[config.mk]
export PLATFORM = sky130hd
export DESIGN_NAME = usb_tx_packetizer
export DESIGN_NICKNAME = d
export VERILOG_FILES = /design/src/rtl/usb_tx_packetizer.sv
export SDC_FILE = /design/constraint.sdc
export NUM_CORES = 1
export LEC_CHECK = 0
export ABC_AREA = 1
export CORE_ASPECT_RATIO = 1.1
export CORE_MARGIN = 5
export CORE_UTILIZATION = 58
export CTS_BUF_LIST = sky130_fd_sc_hd__clkbuf_8
export CTS_CLUSTER_SIZE = 20
export DETAILED_ROUTE_END_ITERATION = 10
export PLACE_DENSITY = 0.83
export REMOVE_ABC_BUFFERS = 1
export SYNTH_ARGS = -nofsm -noshare
export SYNTH_HDL_FRONTEND = slang
export SYNTH_SLANG_ARGS = --single-unit
[constraint.sdc]
create_clock -name clk -period 5.5 [get_ports clk]
set_clock_uncertainty 0.15 [all_clocks]
set_input_delay 1.65 -clock clk [delete_from_list [all_inputs] [get_ports clk]]
set_output_delay 1.65 -clock clk [all_outputs]
set_load 0.01 [all_outputs]
[src/rtl/usb_tx_packetizer.sv]
// Packet framer feeding the app-to-FTDI FIFO: header, payload, trailer, checksum.
// Each word is registered onto fifo_data/fifo_wren one cycle after it is produced.
module usb_tx_packetizer #(
    parameter int unsigned MAX_WORDS = 256,
    parameter int unsigned TIMEOUT   = 1024,
    parameter logic [15:0] STREAM_ID = 16'h0001
) (
    input  logic        clk,
    input  logic        reset,
    input  logic        enable,
    input  logic [31:0] in_data,
    input  logic        in_valid,
    input  logic        in_last,
    output logic        in_ready,
    output logic [31:0] fifo_data,
    output logic        fifo_wren,
    input  logic        fifo_almost_full,
    output logic        busy,
    output logic [15:0] pkt_count
);

    localparam int unsigned CNT_W = 16;
    localparam int unsigned TMR_W = $clog2(TIMEOUT + 1);
    localparam int unsigned SEQ_W = 8;

    typedef enum logic [1:0] {
        IDLE,
        PAYLOAD,
        TRAILER,
        CHECKSUM
    } state_t;

    state_t           state, state_n;
    logic [CNT_W-1:0] count, count_n;
    logic [31:0]      csum, csum_n;
    logic [TMR_W-1:0] timer, timer_n;
    logic [SEQ_W-1:0] seq, seq_n;
    logic [15:0]      pkt_count_n;
    logic [31:0]      word_n;
    logic             wr_n;
    logic             wr_ok;
    logic             accept;

    assign wr_ok  = !fifo_almost_full;
    assign accept = in_valid && in_ready;

    // Next-state, word selection and counter updates
    always_comb begin
        state_n     = state;
        count_n     = count;
        csum_n      = csum;
        timer_n     = timer;
        seq_n       = seq;
        pkt_count_n = pkt_count;
        word_n      = '0;
        wr_n        = 1'b0;
        in_ready    = 1'b0;

        case (state)
            IDLE: begin
                // Header only goes out with a pending word, so packets are never empty
                if (enable && in_valid && wr_ok) begin
                    wr_n    = 1'b1;
                    word_n  = {8'hA5, seq, STREAM_ID};
                    count_n = '0;
                    csum_n  = '0;
                    timer_n = '0;
                    state_n = PAYLOAD;
                end
            end
            PAYLOAD: begin
                in_ready = wr_ok;
                if (accept) begin
                    wr_n    = 1'b1;
                    word_n  = in_data;
                    count_n = count + CNT_W'(1);
                    csum_n  = csum + in_data;
                    timer_n = '0;
                    if (in_last || (count_n == CNT_W'(MAX_WORDS))) begin
                        state_n = TRAILER;
                    end
                end else begin
                    timer_n = timer + TMR_W'(1);
                    if (timer_n == TMR_W'(TIMEOUT)) begin
                        state_n = TRAILER;
                    end
                end
            end
            TRAILER: begin
                if (wr_ok) begin
                    wr_n    = 1'b1;
                    word_n  = {8'h5A, seq, count};
                    state_n = CHECKSUM;
                end
            end
            CHECKSUM: begin
                if (wr_ok) begin
                    wr_n        = 1'b1;
                    word_n      = csum;
                    seq_n       = seq + SEQ_W'(1);
                    pkt_count_n = pkt_count + 16'd1;
                    state_n     = IDLE;
                end
            end
            default: state_n = IDLE;
        endcase
    end

    // State and datapath registers
    always_ff @(posedge clk or posedge reset) begin
        if (reset) begin
            state     <= IDLE;
            count     <= '0;
            csum      <= '0;
            timer     <= '0;
            seq       <= '0;
            pkt_count <= '0;
            fifo_data <= '0;
            fifo_wren <= 1'b0;
            busy      <= 1'b0;
        end else begin
            state     <= state_n;
            count     <= count_n;
            csum      <= csum_n;
            timer     <= timer_n;
            seq       <= seq_n;
            pkt_count <= pkt_count_n;
            fifo_wren <= wr_n;
            busy      <= (state_n != IDLE);
            if (wr_n) begin
                fifo_data <= word_n;
            end
        end
    end

endmodule

==> flow_metrics.tcl <==
set metrics [dict create \
    slew_headroom_pct 43.7 \
    yosys_register_bits 119 \
    antenna-diode-count 0 \
    startpoint_type "input pin" \
    cts_hold_buffers 0 \
    htreeDepth 4 \
    antenna_found_initial 0 \
    drtIter0Drc 490 \
    cts_root_buffer "clkbuf_8" \
    cts_made_buffers 17 \
    status "completed" \
    final_common_cell "nand2_1" \
    hold_class "register to register" \
    dieWidth_um 118 \
    gp_congestion 0.965 \
    worstPathMaxFanout 4 \
    slowest_stage "clkdlybuf4s50_1" \
    yosysSeqAreaShare_pct 40.3 \
    required_ns 3.70 \
    dr_wl_met2_mm 9.77 \
    num_io_pins 89 \
    rows 43 \
    design_area_mm2 0.00895 \
    ant_nets 0 \
    rsz0062_at_grt "false" \
    ff2ff_path_depth 11 \
    grt_max_degree 67 \
    drc 0 \
    fin_crit_sh_pct 84.4 \
    cts_resized 0 \
    clkTransAtPathRegs_ns 0.07 \
    core_area_mm2 0.0125 \
    nFillCells 1052 \
    cp_common_cell "clkdlybuf4s50_1" \
    die_y_um 128 \
    wl_met3_mm 1.07 \
    fmax_ghz 0.216 \
    fin_nets 1136 \
    synthArstFlopShare_pct 100 \
    synthFlopType "dfrtp_1" \
    power_density_mw_per_mm2 476 \
    insertion_delay_ns 0.46 \
    dieArea_mm2 0.0151 \
    min_path_cells 2 \
    wire_per_inst_um 16.6 \
    track_usage_pct 27.5 \
    top_layer_used "met4" \
    finalSetupTns_ns 0 \
    maxCapViolations 0 \
    dp_hpwl_mm 14.9 \
    holdWs_ns 0.336 \
    period_minus_slack_ns 4.64 \
    ys_types 45 \
    viasPerCell 5.76 \
    grt_remaining_overflow 0 \
    dr.pass1.iters 5 \
    post_synth.cell_area_avg_um2 7.62 \
    max_stage_delay_ns 0.54 \
    post_cts_buffers 0 \
    place_area_mm2 0.00844 \
    grt_first_pass_wirelength_mm 33.5 \
    num_vias 7100 \
    multi_input_area_mm2 0.00386 \
    port_buffers 88 \
    yosysWarningCount 0 \
    path_class "input pin to primary output" \
    finalMaxSlewViolations 0 \
    cp.arrival_ns 2.84 \
    cts_tree "done" \
    drive_above_1_share_pct 6.42 \
    wl_met1_mm 8.83 \
    finalHoldViolCount 0 \
    worst_pin_slew_ns 0.844 \
    netlist_area_mm2 0.00739 \
    most-common-layout-cells "nand2_1 (237), dfrtp_1 (119), inv_1 (116), clkdlybuf4s50_1 (88), nor2_1 (78)" \
    synthCells 969 \
    finalSetupViolCount 0 \
    power_leakage_nw 4.20 \
    areaGrowthSynthToFinish_pct 21.1 \
    cp-end-kind "primary output" \
    first_global_vias 6903 \
    crit_chain "clkdlybuf4s50_1 > nor2_1 > clkdlybuf4s50_1" \
    synth_edf_count 0 \
    clock-sinks 119 \
    cts.path.max_buffers 2 \
    wl_mm 20.4 \
    ir_worst_vdd_mv 0.288 \
    start_util_pct 58.9 \
    regArea_mm2 0.00298 \
]
-- path summary, 6_finish.rpt --
check                      slack [ns]              from       endpoint
setup / recovery                 0.86  fifo_almost_full       in_ready
hold reg to reg                  0.34     fifo_data[26]  fifo_data[26]
max in group asynchronous        2.85             reset  fifo_data[10]
setup reg to reg                 2.95           csum[0]       csum[26]
min in group asynchronous        1.58             reset   pkt_count[8]
hold / removal                   0.34     fifo_data[26]  fifo_data[26]
-- registers in the layout, indices dropped and copies added (netlist names) --
signal / flops
fifo_data: 32
state: 2
pkt_count: 16
fifo_wren: 1
csum: 32
seq: 8
timer: 11
count: 16
busy: 1
-- critical path: cells and delay by family --
| kind | cells | cell delay (ns) |
|---|---|---|
| buffers and inverters | 2 | 1.05 |
| and+or+nand+nor | 1 | 0.14 |
-- layer usage --
metal | track usage (%) | vias up
li1 | - | 3459
met1 | 36.2 | 3350
met2 | 45.1 | 235
met3 | 4.31 | 56
met4 | 12.8 | 0
met5 | 0 | -
-- logic make-up after synthesis --
kind of cell / share of synthesized area, %
flip-flops: 40.3
XOR/XNOR: 3.79
AO/OA/AOI/OAI: 17.1
AND/OR/NAND/NOR: 25.2
buffers and inverters: 7.47
adder cells (fa/ha/maj): 6.20
-- per-stage QoR --
| step | instances | total power, W | utilization (%) | worst slack (ns) |
|---|---|---|---|---|
| floorplan | 949 | 0.00250 | - | 0.543 |
| global placement | 1200 | 0.00317 | 67.3 | 0.877 |
| detailed placement | 1200 | 0.00322 | 67.3 | 0.864 |
| CTS | 1232 | 0.00426 | 71.4 | 0.853 |
| global route | 1232 | 0.00455 | 71.4 | 0.823 |
| finish | 1232 | 0.00426 | 71.4 | 0.860 |
-- synth_stat cells, types with 6 or more instances --
master,instances,area share (%)
ha_1,35,5.9
nor3_1,7,0.47
nor2_1,78,4.0
inv_1,115,5.8
a21oi_1,61,4.1
buf_2,6,0.41
nand4_1,26,2.2
nand3_1,57,3.9
dfrtp_1,119,40
clkbuf_1,9,0.46
xnor2_1,7,0.83
inv_2,6,0.30
nand2_1,237,12
nor2_2,8,0.68
xor2_1,25,3.0
o2111ai_1,12,1.4
o22ai_1,29,2.5
o21ai_0,68,4.6
a221o_1,7,0.95
a21o_1,7,0.71
-- where the power goes --
part | total (W) | internal [W] | switching [W]
combinational | 0.00184 | 0.000741 | 0.00110
sequential | 0.00138 | 0.00116 | 0.000221
clock | 0.00103 | 0.000654 | 0.000376
-- area by class of cell --
| class | count | share of cell area [%] |
|---|---|---|
| timing repair buffer | 94 | 10.5 |
| clock inverter | 13 | 2.80 |
| sequential | 119 | 33.3 |
| clock buffer | 19 | 2.92 |
| multi-input combinational | 708 | 43.2 |
| tap | 157 | 2.20 |
| inverter | 122 | 5.15 |
Power figures use the tool's default switching activity.
